`config.mk`:
```
export PLATFORM = sky130hd
export DESIGN_NAME = datapath_pipe
export DESIGN_NICKNAME = d
export VERILOG_FILES = /design/src/rtl/datapath_pkg.sv /design/src/rtl/datapath_regfile.sv /design/src/rtl/datapath_pipe.sv
export SDC_FILE = /design/constraint.sdc
export NUM_CORES = 1
export LEC_CHECK = 0
export CORE_MARGIN = 2
export CORE_UTILIZATION = 30
export CTS_CLUSTER_SIZE = 40
export DETAILED_ROUTE_END_ITERATION = 7
export SYNTH_ARGS = -nofsm -noshare
export SYNTH_HDL_FRONTEND = slang
export SYNTH_SLANG_ARGS = --single-unit
```
`constraint.sdc`:
```
create_clock -name clk_main -period 18 [get_ports clk_main]
set_input_delay 3.6 -clock clk_main [delete_from_list [all_inputs] [get_ports clk_main]]
set_output_delay 3.6 -clock clk_main [all_outputs]
set_load 0.01 [all_outputs]
```
`src/rtl/datapath_pkg.sv`:
```
// Shared definitions for the two-stage datapath: function-select codes, FSM states, flag bit positions.
// Latency: n/a (definitions only).
// Backpressure: n/a.
package datapath_pkg;

    // Function-select codes
    localparam logic [3:0] FS_A     = 4'b0000;
    localparam logic [3:0] FS_INC   = 4'b0001;
    localparam logic [3:0] FS_ADD   = 4'b0010;
    localparam logic [3:0] FS_ADD1  = 4'b0011;
    localparam logic [3:0] FS_ADDNB = 4'b0100;
    localparam logic [3:0] FS_SUB   = 4'b0101;
    localparam logic [3:0] FS_DEC   = 4'b0110;
    localparam logic [3:0] FS_A2    = 4'b0111;
    localparam logic [3:0] FS_AND   = 4'b1000;
    localparam logic [3:0] FS_OR    = 4'b1001;
    localparam logic [3:0] FS_XOR   = 4'b1010;
    localparam logic [3:0] FS_NOT   = 4'b1011;
    localparam logic [3:0] FS_B     = 4'b1100;
    localparam logic [3:0] FS_SHR   = 4'b1101;
    localparam logic [3:0] FS_SHL   = 4'b1110;
    localparam logic [3:0] FS_SHLN  = 4'b1111;

    // Issue FSM: SHIFT only while a multi-bit shift is iterating
    typedef enum logic [0:0] {
        ST_IDLE  = 1'b0,
        ST_SHIFT = 1'b1
    } state_e;

    // Bit positions inside the 4-bit status-flag vector
    localparam int FLAG_V = 3;
    localparam int FLAG_C = 2;
    localparam int FLAG_N = 1;
    localparam int FLAG_Z = 0;

endpackage

```
`src/rtl/datapath_regfile.sv`:
```
// Register file: 2^RAW x NBIT, two async read ports, one sync write port, async clear.
// Latency: reads combinational; write visible the cycle after wr_en.
// Backpressure: none, accepts a write every cycle.
//
// Ports: clk_main/reset       clock, async active-high clear
//        wr_en/wr_addr/wr_dat write port
//        rd_a_*/rd_b_*        read ports (address in, data out)
module datapath_regfile
    import datapath_pkg::*;
#(
    parameter int NBIT = 16,
    parameter int RAW  = 4
) (
    input  logic            clk_main,
    input  logic            reset,
    input  logic            wr_en,
    input  logic [RAW-1:0]  wr_addr,
    input  logic [NBIT-1:0] wr_dat,
    input  logic [RAW-1:0]  rd_a_addr,
    output logic [NBIT-1:0] rd_a_dat,
    input  logic [RAW-1:0]  rd_b_addr,
    output logic [NBIT-1:0] rd_b_dat
);

    localparam int NREG = 1 << RAW;

    logic [NBIT-1:0] regs_q [NREG];
    logic [NBIT-1:0] regs_d [NREG];

    always_comb begin
        regs_d = regs_q;
        if (wr_en) begin
            regs_d[wr_addr] = wr_dat;
        end
    end

    always_ff @(posedge clk_main or posedge reset) begin
        if (reset) begin
            for (int i = 0; i < NREG; i++) begin
                regs_q[i] <= '0;
            end
        end else begin
            regs_q <= regs_d;
        end
    end

    assign rd_a_dat = regs_q[rd_a_addr];
    assign rd_b_dat = regs_q[rd_b_addr];

endmodule

```
`src/rtl/datapath_pipe.sv`:
```
// Two-stage datapath: issue (operand read/forward, ALU, iterative shifter) and registered write-back.
// Latency: 1 cycle issue-to-retire; multi-bit shift by k retires k+1 cycles after acceptance.
// Backpressure: op_ready drops for the k busy cycles of a multi-bit shift; otherwise one op per cycle.
//
// Ports: clk_main/reset             clock, async active-high reset
//        op_valid/op_ready          micro-op handshake; DR SA SB FS MB MD RW MW const_in data_in fields
//        BusA/DataOut/mem_write     memory address, write data, write strobe
//        result_valid/result        retiring op and its write-back value
//        V C N Z                    status flags of the last retired op
module datapath_pipe
    import datapath_pkg::*;
#(
    parameter int NBIT = 16,
    parameter int RAW  = 4,
    parameter int SHW  = $clog2(NBIT)
) (
    input  logic            clk_main,
    input  logic            reset,
    input  logic            op_valid,
    output logic            op_ready,
    input  logic [RAW-1:0]  DR,
    input  logic [RAW-1:0]  SA,
    input  logic [RAW-1:0]  SB,
    input  logic [3:0]      FS,
    input  logic            MB,
    input  logic            MD,
    input  logic            RW,
    input  logic            MW,
    input  logic [NBIT-1:0] const_in,
    input  logic [NBIT-1:0] data_in,
    output logic [NBIT-1:0] BusA,
    output logic [NBIT-1:0] DataOut,
    output logic            mem_write,
    output logic            result_valid,
    output logic [NBIT-1:0] result,
    output logic            V,
    output logic            C,
    output logic            N,
    output logic            Z
);

    typedef struct packed {
        logic            vld;
        logic            rw;
        logic [RAW-1:0]  dr;
        logic [NBIT-1:0] res;
    } wstage_t;

    // Everything a multi-bit shift needs after acceptance, frozen at issue
    typedef struct packed {
        logic [NBIT-1:0] dat;
        logic [SHW-1:0]  cnt;
        logic [RAW-1:0]  dr;
        logic            rw;
        logic            md;
        logic [NBIT-1:0] din;
    } shctx_t;

    state_e          state_q, state_d;
    wstage_t         w_q, w_d;
    shctx_t          sh_q, sh_d;
    logic [3:0]      flags_q, flags_d;

    logic [NBIT-1:0] rd_a, rd_b;
    logic [NBIT-1:0] a_op, b_reg, b_op;
    logic            fwd_a, fwd_b;
    logic            accept, start_shift, shift_last;
    logic [SHW-1:0]  shamt;

    logic [NBIT-1:0] fu_res;
    logic            fu_c, fu_v;
    logic            is_arith, arith_cin;
    logic [NBIT-1:0] arith_bx;
    logic [NBIT:0]   sum;

    logic [NBIT-1:0] shl_res;
    logic            shl_c;

    function automatic logic [3:0] mk_flags(input logic [NBIT-1:0] r, input logic c, input logic v);
        logic [3:0] f;
        f         = '0;
        f[FLAG_V] = v;
        f[FLAG_C] = c;
        f[FLAG_N] = r[NBIT-1];
        f[FLAG_Z] = (r == '0);
        return f;
    endfunction

    datapath_regfile #(
        .NBIT (NBIT),
        .RAW  (RAW)
    ) u_regfile (
        .clk_main  (clk_main),
        .reset     (reset),
        .wr_en     (w_q.vld & w_q.rw),
        .wr_addr   (w_q.dr),
        .wr_dat    (w_q.res),
        .rd_a_addr (SA),
        .rd_a_dat  (rd_a),
        .rd_b_addr (SB),
        .rd_b_dat  (rd_b)
    );

    // Bypass the write-back stage: the regfile only sees W's value one edge later
    assign fwd_a = w_q.vld & w_q.rw & (w_q.dr == SA);
    assign fwd_b = w_q.vld & w_q.rw & (w_q.dr == SB);
    assign a_op  = fwd_a ? w_q.res : rd_a;
    assign b_reg = fwd_b ? w_q.res : rd_b;
    assign b_op  = MB ? const_in : b_reg;

    assign BusA      = a_op;
    assign DataOut   = b_op;
    assign accept    = op_valid & op_ready;
    assign mem_write = accept & MW;

    assign shamt       = b_op[SHW-1:0];
    assign start_shift = accept & (FS == FS_SHLN) & (shamt != '0);
    assign shift_last  = (state_q == ST_SHIFT) & (sh_q.cnt == SHW'(1));
    assign shl_res     = {sh_q.dat[NBIT-2:0], 1'b0};
    assign shl_c       = sh_q.dat[NBIT-1];

    // Function unit
    always_comb begin
        fu_res    = '0;
        fu_c      = 1'b0;
        fu_v      = 1'b0;
        is_arith  = 1'b0;
        arith_bx  = '0;
        arith_cin = 1'b0;
        sum       = '0;
        case (FS)
            FS_A, FS_A2: is_arith = 1'b1;
            FS_INC:   begin is_arith = 1'b1; arith_cin = 1'b1; end
            FS_ADD:   begin is_arith = 1'b1; arith_bx = b_op; end
            FS_ADD1:  begin is_arith = 1'b1; arith_bx = b_op; arith_cin = 1'b1; end
            FS_ADDNB: begin is_arith = 1'b1; arith_bx = ~b_op; end
            FS_SUB:   begin is_arith = 1'b1; arith_bx = ~b_op; arith_cin = 1'b1; end
            FS_DEC:   begin is_arith = 1'b1; arith_bx = '1; end
            FS_AND:   fu_res = a_op & b_op;
            FS_OR:    fu_res = a_op | b_op;
            FS_XOR:   fu_res = a_op ^ b_op;
            FS_NOT:   fu_res = ~a_op;
            FS_B:     fu_res = b_op;
            FS_SHR:   begin fu_res = {1'b0, b_op[NBIT-1:1]}; fu_c = b_op[0]; end
            FS_SHL:   begin fu_res = {b_op[NBIT-2:0], 1'b0}; fu_c = b_op[NBIT-1]; end
            // Only the zero-amount case retires from here; nonzero amounts go to the shifter
            FS_SHLN:  fu_res = a_op;
            default:  fu_res = '0;
        endcase
        sum = {1'b0, a_op} + {1'b0, arith_bx} + {{NBIT{1'b0}}, arith_cin};
        if (is_arith) begin
            fu_res = sum[NBIT-1:0];
            fu_c   = sum[NBIT];
            fu_v   = (a_op[NBIT-1] == arith_bx[NBIT-1]) & (sum[NBIT-1] != a_op[NBIT-1]);
        end
    end

    // FSM: state register
    always_ff @(posedge clk_main or posedge reset) begin
        if (reset) begin
            state_q <= ST_IDLE;
        end else begin
            state_q <= state_d;
        end
    end

    // FSM: next state
    always_comb begin
        state_d = state_q;
        case (state_q)
            ST_IDLE:  if (start_shift) state_d = ST_SHIFT;
            ST_SHIFT: if (shift_last)  state_d = ST_IDLE;
            default:  state_d = ST_IDLE;
        endcase
    end

    // FSM: outputs
    always_comb begin
        op_ready = (state_q == ST_IDLE);
    end

    // Shifter context
    always_comb begin
        sh_d = sh_q;
        if (start_shift) begin
            sh_d.dat = a_op;
            sh_d.cnt = shamt;
            sh_d.dr  = DR;
            sh_d.rw  = RW;
            sh_d.md  = MD;
            sh_d.din = data_in;
        end else if (state_q == ST_SHIFT) begin
            sh_d.dat = shl_res;
            sh_d.cnt = sh_q.cnt - SHW'(1);
        end
    end

    // Write-back stage and flags; vld is a one-cycle pulse per retiring op
    always_comb begin
        w_d     = w_q;
        w_d.vld = 1'b0;
        flags_d = flags_q;
        if (accept && !start_shift) begin
            w_d.vld = 1'b1;
            w_d.rw  = RW;
            w_d.dr  = DR;
            w_d.res = MD ? data_in : fu_res;
            flags_d = mk_flags(fu_res, fu_c, fu_v);
        end else if (shift_last) begin
            w_d.vld = 1'b1;
            w_d.rw  = sh_q.rw;
            w_d.dr  = sh_q.dr;
            w_d.res = sh_q.md ? sh_q.din : shl_res;
            flags_d = mk_flags(shl_res, shl_c, 1'b0);
        end
    end

    always_ff @(posedge clk_main or posedge reset) begin
        if (reset) begin
            w_q     <= '0;
            sh_q    <= '0;
            flags_q <= '0;
        end else begin
            w_q     <= w_d;
            sh_q    <= sh_d;
            flags_q <= flags_d;
        end
    end

    assign result_valid = w_q.vld;
    assign result       = w_q.res;
    assign V            = flags_q[FLAG_V];
    assign C            = flags_q[FLAG_C];
    assign N            = flags_q[FLAG_N];
    assign Z            = flags_q[FLAG_Z];

endmodule

```
=== Yosys cells after proc, flatten, opt, wreduce, memory -nomap -nowiden ===
Cells that the tools add are included.

* Flip-flop bits (word level): 325
* Input port bits: 55
* Word-level logic and storage cells: 117

* $add $sub $neg: 3
* Magnitude comparators: 4
* Equality and inequality tests: 20
* Mux-type cells: 31
* Bitwise logic cells: 18
* Reduce and logical (&&, ||, !) cells: 13

{| class="wikitable"
|+ Operator list
! kind !! number
|-
| 256-bit bitwise mux || 1
|-
| 16-bit 2-to-1 mux || 11
|-
| 16-bit binary-select mux with 4-bit select || 2
|-
| 16-bit case mux with 8 select lines || 1
|-
| 16-bit demux with 4-bit select || 1
|-
| 16-bit case mux with 3 select lines || 1
|-
| 22-bit 2-to-1 mux || 2
|-
| 20-bit 2-to-1 mux || 2
|-
| 4-bit equality test (second input constant) || 8
|-
| 16-bit zero test || 2
|-
| 16-bit inverter || 2
|-
| 16-bit by 16-bit adder with 17-bit output || 1
|-
| 17-bit by 1-bit adder with 17-bit output || 1
|-
| 16-bit bitwise AND || 1
|-
| 4-bit by 3-bit equality test with 1-bit output (second input constant) || 4
|-
| 16-bit OR || 1
|-
| 16-bit bitwise XOR || 1
|-
| 5-bit greater-or-equal comparator (second input constant) || 3
|-
| 4-bit inverter with 5-bit output || 3
|-
| 1-bit bitwise AND || 9
|-
| 4-bit by 1-bit equality test with 1-bit output (second input constant) || 2
|-
| 4-bit by 2-bit equality test with 1-bit output (second input constant) || 2
|-
| 4-bit equality test || 2
|-
| 4-bit 2-to-1 mux || 2
|-
| 15 further kinds || 24
|}

=== Longest topological paths before layout ===
Gate-level depths: netlist of the first run.

* Word-level depth: 14
* Gate-level depth with buffers: 22

=== Modules after synthesis ===
From an unflattened synthesis of the first run, not the netlist that was laid out.

* Cell total of the unflattened synthesis: 1731
* Area total of the unflattened synthesis: 20573.5 um^2

{| class="wikitable"
|+ By module, submodules not included
! module !! times used !! cells each !! area each (um^2) !! sequential area each (um^2)
|-
| datapath_regfile || 1 || 852 || 13487.9 || 6406.1
|-
| datapath_pipe || 1 || 879 || 7085.5 || 1726.7
|}

=== Worst setup path before layout of the first run ===
OpenSTA, ideal clock, no wires.

* Path type: in2out
* Start: input SB[0]
* End: output DataOut[9]
* Data arrival time: 5.479 ns
* Path slack: 8.921 ns
* Cell stages on the path: 9
* Buffers on the path: 3
* Path through: buf_6 buf_6 buf_4 mux4_2 a22oi_1 nand2_1 mux2_2 mux2i_2 inv_1

* Longest elaborated chain between the ends: 6
* Elaborated cells between the ends (all ways): 8
* Classes of those cells: eq/ne (1); mux (5); bitwise (2)

{| class="wikitable"
|+ Ends and longest elaborated chain
! element !! RTL line !! source
|-
| start: declaration || datapath_pipe.sv:23 || <nowiki>input logic [RAW-1:0] SB,</nowiki>
|-
| 4-bit inverter with 5-bit output (implied by the code) || datapath_regfile.sv:48 || <nowiki>assign rd_b_dat = regs_q[rd_b_addr];</nowiki>
|-
| 16-bit binary-select mux with 4-bit select || datapath_regfile.sv:48 ||
|-
| 16-bit 2-to-1 mux (implied by the code) (2 in series) || datapath_regfile.sv:48 ||
|-
| 16-bit 2-to-1 mux * || datapath_pipe.sv:108 || <nowiki>assign b_reg = fwd_b ? w_q.res : rd_b;</nowiki>
|-
| 16-bit 2-to-1 mux * || datapath_pipe.sv:109 || <nowiki>assign b_op = MB ? const_in : b_reg;</nowiki>
|-
| end: declaration || datapath_pipe.sv:32 || <nowiki>output logic [NBIT-1:0] DataOut,</nowiki>
|}

Every way passes the cells marked *; elsewhere a longest branch is shown, timed or not. The select of a mux whose other input is x is not followed.

=== Worst setup path after layout of the first run ===
* Start: input SB[0]
* End: output DataOut[15]

Same word-level chain as after synthesis.

==> out/results.txt, run 1 <==
Core area -> 0.0687 sq mm
First-pass GRT wire length -> 110 mm
XOR/XNOR Fraction of Synth Area -> 0.0109
Synth Area in Adders -> 0.0314
Status -> finished, final reports clean
Crit. End Element -> output pin
Core Util, Final -> 0.347
Post-synth top area share -> 0.391
Clock edge transition at the registers on the reported setup and hold paths -> 60 ps
RSZ-0062 raised after global routing -> false
Crit Path Max Fanout -> 43
CP required -> 14400 ps
GRT Resource Usage Total -> 0.206
Combinational power share -> 0.410
Nets -> 1930
Power Density -> 150 mW/mm^2
Async SR Flop Fraction -> 1.00
Synth warnings -> 0
Syn Inst Count -> 1796
Worst Tran Pin Value -> 1210 ps
Avg WL per Cell -> 26.7 um
Placed wire-length estimate -> 50.1 mm
Fillers -> 6826
DRC -> 0
Post-synth EDFFs -> 0
Fmax -> 89.3 MHz
I/O Pins -> 110
Yosys cell types -> 85
VDD IR max -> 68.5 uV
Post-Layout Cell Count -> 2783
Crit Path Class -> in2out
Largest net degree at the start of global routing -> 112
Max_cap viols -> 0
Mapped Area -> 0.0208 sq mm
Die Span Y -> 267 um
Reg2Reg Depth -> 15
WP data arrival -> 7600 ps
Internal power -> 2.19 mW
GPL Wtd Cong -> 1.01
Die W -> 267 um
Share of layout cells above drive strength 1 -> 0.287
H-tree levels -> 2
CTS Sinks -> 325
Most frequent cell after synthesis -> dfrtp_1
Hold Path Stages -> 2
Initial antenna violation count -> 4
CTS buffer count -> 38
Post-CTS Resized -> 0
Clock Tree Buf Depth -> 3
Period minus WS final -> 11200 ps
Port Buf Inserts -> 109
Clock share of power -> 0.217
Sequential area share after synthesis -> 0.391
Seq pwr share -> 0.373
Hold buffer count at CTS -> 0
Worst hold path class -> reg2reg
CP startpoint kind -> input port
Post-Synth Simple-Gate Area -> 0.0839
Fin. Hold Viols -> 0
Synth top cells by count -> 325 x dfrtp_1, 244 x mux2_2, 134 x nand2_1, 127 x mux4_2, 102 x clkbuf_1
Placed cells -> 2715
TritonCTS clock tree -> done
Clock Latency Late Sink -> 560 ps
Total power -> 3.58 mW
Largest family of logic cells by synthesized area -> multiplexers
Die area -> 0.0715 sq mm
Slew HR -> 0.188
Row count -> 96
Top_reg_cell synth -> dfrtp_1
Area contributors post-synth -> dfrtp_1 39%, mux4_2 14%, mux2_2 13%, mux2i_1 3.9%, ha_1 2.9%
Switch share -> 0.388
Register bit count reported by yosys -> 325
Fraction of the cycle the final worst path needs -> 0.622
Slew Viols, Final -> 0
Post-synthesis compound-gate area fraction -> 0.115
Number of global-route vias before repair -> 16.2k
Hold WS -> 504 ps
Post-CTS Setup Bufs -> 0
Starting Density -> 0.303
GRT overflow -> 0
Fin Setup TNS -> 0 ps
Area Growth Syn to Fin -> 14.6%
DRT iter0 DRCs -> 1745
Worst Skew -> 24.2 ps
Setup violators final -> 0
Post-synth net total -> 1902
Multiplexer share of the synthesized area -> 0.318
Ant. Diodes -> 0
Net Switching -> 1.39 mW
Routed Antenna Nets -> 0
Syn avg cell area -> 11.6 sq um
First drt pass iteration count -> 6
Drt via density -> 5.86
Yosys top cell by area -> dfrtp_1
Clock root cell -> clkbuf_16
Worst reg2reg setup slack -> 12020 ps
Routed via count -> 16.3k
Leakage power -> 10.2 nW
Total Wirelength -> 74.4 mm
## power by group through the flow
stage / registers [mW] / logic (mW) / clock network, mW
floorplan: 1.19 / 1.04 / 0
global placement: 1.31 / 1.41 / 0
detailed placement: 1.34 / 1.44 / 0
CTS: 1.33 / 1.44 / 0.789
global route: 1.37 / 1.56 / 0.820
finish: 1.34 / 1.47 / 0.776
## area by class of cell
type                            instances  area, sq um  share of cell area
Clock inverter                         15          146             0.00613
Tap cell                              931         1160              0.0488
Timing Repair Buffer                  155         1410              0.0591
Clock buffer                           53         1090              0.0456
Sequential cell                       325         8130               0.341
Inverter                               57          221             0.00928
Multi-Input combinational cell       1247        11700               0.490
## cells by family after synthesis
kind of cell	Yosys count
AOI/OAI and AO/OA	345
DFF	325
and+or+nand+nor	364
adders and majority gates	51
muxes	461
xor gates and xnor gates	26
buffers and inverters	224
## flip-flops by register name, indices dropped and copies added (netlist names)
signal            count
flags_q               4
w_q                   5
sh_q                 42
u_regfile.regs_q    256
state_q               1
result               16
result_valid          1
## per-layer routing
layer | vias to the layer above | track usage | part of all wire
met5 | - | 0 | 0.00013
met4 | 2 | 0.106 | 0.055
met3 | 173 | 0.0369 | 0.073
met2 | 821 | 0.332 | 0.47
met1 | 8498 | 0.265 | 0.40
li1 | 6818 | - | -
## through the flow
stage	instance area, sq um	setup WS, ps
2_1_floorplan	20800	5400
3_3_place_gp	22600	6890
3_5_place_dp	22600	6830
4_1_cts	23900	6850
5_1_grt	23900	6520
6_report	23900	6800
## layout by cell type, fill, tap and decap left out, types with 16 or more instances in the layout
| cell | n |
|---|---|
| a211oi_1 | 22 |
| a21oi_1 | 60 |
| a22oi_1 | 31 |
| buf_4 | 48 |
| clkbuf_16 | 39 |
| clkdlybuf4s50_1 | 103 |
| dfrtp_1 | 325 |
| ha_1 | 49 |
| inv_1 | 52 |
| mux2_2 | 244 |
| mux2i_1 | 81 |
| mux4_2 | 127 |
| nand2_1 | 134 |
| nand3_1 | 33 |
| nor2_1 | 62 |
| nor2b_1 | 31 |
| nor3_1 | 20 |
| o21ai_0 | 78 |
| o221ai_1 | 21 |
| o22ai_1 | 16 |
| xnor2_1 | 17 |
## path summary, 6_finish.rpt
check                                                  start                                end
max                                                    SB[0]                        DataOut[15]
min                        u_regfile.regs_q[240]$_DFFE_PP0P_  u_regfile.regs_q[240]$_DFFE_PP0P_
max reg2reg                              w_q[20]$_DFFE_PP0P_             result[15]$_DFFE_PP0P_
min reg2reg                u_regfile.regs_q[240]$_DFFE_PP0P_  u_regfile.regs_q[240]$_DFFE_PP0P_
max in group asynchronous                              reset               sh_q[31]$_DFFE_PP0P_
min in group asynchronous                              reset  u_regfile.regs_q[117]$_DFFE_PP0P_
## worst max-delay path: stages
cell	delay, ps
buf_4	670
buf_4	510
xnor2_1	190
nor2b_1	600
nand2_1	540
mux2i_1	250
o21ai_1	510
clkdlybuf4s50_1	650
Note: power is estimated with default switching activity, not from simulation.
==> run 2, diff against run 1 <==
Clock period 18 ns to 10.54 ns, I/O delays scaled along.
==> out/results.txt, run 2 (synthesized netlist as in run 1, its figures left out) <==
Clock root cell -> clkbuf_16
Share of layout cells above drive strength 1 -> 0.288 (+0.00177)
Die Span Y -> 267 um (unchanged)
Hold Path Stages -> 2 (unchanged)
Post-Layout Cell Count -> 2790 (+0.25%)
DRC -> 0 (unchanged)
Number of global-route vias before repair -> 16.2k (+0.44%)
Dpl cell area -> 0.0227 sq mm (+0.19%)
Post-CTS Resized -> 0 (unchanged)
Cells along the critical path -> clkdlybuf4s50_1 > xnor2_1 > and3_1 > nand2_1 > mux2i_1 > o21ai_1 > clkdlybuf4s50_1
Drt via density -> 5.78 (-1.3%)
Fin. Hold Viols -> 0 (unchanged)
Slew HR -> 0.217 (+0.0287)
WP data arrival -> 6100 ps (-1500 ps)
Status -> finished, final reports clean
Total Wirelength -> 74.0 mm (-0.49%)
Core Util, Final -> 0.349 (+0.00146)
Worst Tran Pin Value -> 1170 ps (-34.0 ps)
Most frequent cells in the layout -> 325 x dfrtp_1, 244 x mux2_2, 134 x nand2_1
Hold buffer count at CTS -> 0 (unchanged)
Commonest non-fill, non-tap cell in the layout -> dfrtp_1
Row count -> 96 (unchanged)
Largest reg by FF count -> u_regfile.regs_q
Fillers -> 6749 (-1.1%)
DRT iter0 DRCs -> 1607 (-7.9%)
First drt pass iteration count -> 6 (unchanged)
Slew Viols, Final -> 0 (unchanged)
Avg WL per Cell -> 26.5 um (-0.74%)
H-tree levels -> 2 (unchanged)
Largest net degree at the start of global routing -> 168 (+50%)
CTS buffer count -> 39 (+2.6%)
Worst hold path class -> reg2reg
Die area -> 0.0715 sq mm (unchanged)
Placed cells -> 2719 (+0.15%)
Worst Skew -> 33.0 ps (+8.80 ps)
CP dominant cell by count -> clkdlybuf4s50_1
Clock Latency Late Sink -> 580 ps (+20 ps)
VDD IR max -> 118 uV (+72%)
Power Density -> 256 mW/mm^2 (+71%)
Setup violators final -> 0 (unchanged)
Footprint of the multi-input gates -> 0.0117 sq mm (about the same)
Clock edge transition at the registers on the reported setup and hold paths -> 60 ps (about the same)
GRT overflow -> 0 (unchanged)
Initial antenna violation count -> 1 (-3)
Die W -> 267 um (unchanged)
Max reg flops -> 256 (unchanged)
Area Growth Syn to Fin -> 15.1%
Routed via count -> 16.1k (-1.1%)
Max_cap viols -> 0 (unchanged)
Leakage power -> 10.2 nW (+0.33%)
Worst path depth -> 7 (-1)
CP required -> 8430 ps (-5970 ps)
Placed wire-length estimate -> 51.3 mm (+2.4%)
Crit-path leading delay family -> buffers and inverters
Fraction of the cycle the final worst path needs -> 0.779
Post-route cell area -> 0.0240 sq mm (+0.42%)
Crit Path Class -> in2out
Total power -> 6.13 mW (+71%)
CP startpoint kind -> input port
Port Buf Inserts -> 109 (unchanged)
Routed Antenna Nets -> 0 (unchanged)
Buf+Inv Stages, Crit Path -> 2 (-1)
GRT Resource Usage Total -> 0.206 (+0.000280)
Slowest CP cell -> clkdlybuf4s50_1
CTS Sinks -> 325 (unchanged)
First-pass GRT wire length -> 110 mm (+0.33%)
Period minus WS final -> 8210 ps
Register area -> 0.00813 sq mm (unchanged)
Core area -> 0.0687 sq mm (unchanged)
Reg2Reg Depth -> 13 (-2)
TritonCTS clock tree -> done
Post-CTS Setup Bufs -> 0 (unchanged)
I/O Pins -> 110 (unchanged)
Starting Density -> 0.303 (unchanged)
Fin Setup TNS -> 0 ps (unchanged)
Max incr delay on CP -> 1030 ps (+360 ps)
Clock Tree Buf Depth -> 3 (unchanged)
Nets -> 1935 (+0.26%)
RSZ-0062 raised after global routing -> false
Crit Path Max Fanout -> 22 (-49%)
GPL Wtd Cong -> 1.00 (-0.58%)
Crit. End Element -> output pin
Fmax -> 122 MHz
## run 2: tightest hold or removal path, cell delays in order (launching register included)
cell and delay, ps:
dfrtp_1 360, nand2_1 50, o21ai_0 60
## run 2: worst paths after layout
| check | slack [ps] | from | end |
|---|---|---|---|
| worst max register to register | 4760 | w_q[16]$_DFFE_PP0P_ | flags_q[0]$_DFFE_PP0P_ |
| worst min-delay path | 500 | u_regfile.regs_q[226]$_DFFE_PP0P_ | u_regfile.regs_q[226]$_DFFE_PP0P_ |
| worst min register to register | 500 | u_regfile.regs_q[226]$_DFFE_PP0P_ | u_regfile.regs_q[226]$_DFFE_PP0P_ |
| worst max-delay path | 2330 | SB[1] | DataOut[15] |
| min in group asynchronous | 1780 | reset | u_regfile.regs_q[229]$_DFFE_PP0P_ |
| max in group asynchronous | 6610 | reset | u_regfile.regs_q[76]$_DFFE_PP0P_ |
## run 2: metal layers
metal,GRT usage,share of wire,up-vias
met5,0,0.00011,-
met4,0.0892,0.043,2
met3,0.0351,0.070,159
met2,0.335,0.47,755
met1,0.272,0.41,8385
li1,-,-,6835
## run 2: power breakdown
group | switching, mW | leakage [nW] | total [mW] | internal [mW]
Sequential | 0.516 | 4.22 | 2.27 | 1.76
Combinational | 1.29 | 5.38 | 2.51 | 1.22
Clock | 0.545 | 0.630 | 1.35 | 0.808
Total | 2.35 | 10.2 | 6.13 | 3.78
## run 2: area by class of cell
cell class	instances	share of cell area
antenna	1	0.000104
multi-input combinational	1247	0.488
tap	931	0.0486
clock inverter	7	0.00339
timing repair buffer	159	0.0607
sequential	325	0.339
inverter	57	0.00909
clock buffer	63	0.0504
## run 2: per-stage QoR
stage	setup slack (ps)	hold slack (ps)
after CTS	2360	504
final	2330	498
after floorplan	4100	459
after detailed placement	2350	492
after global routing	2230	518
after global placement	2440	475
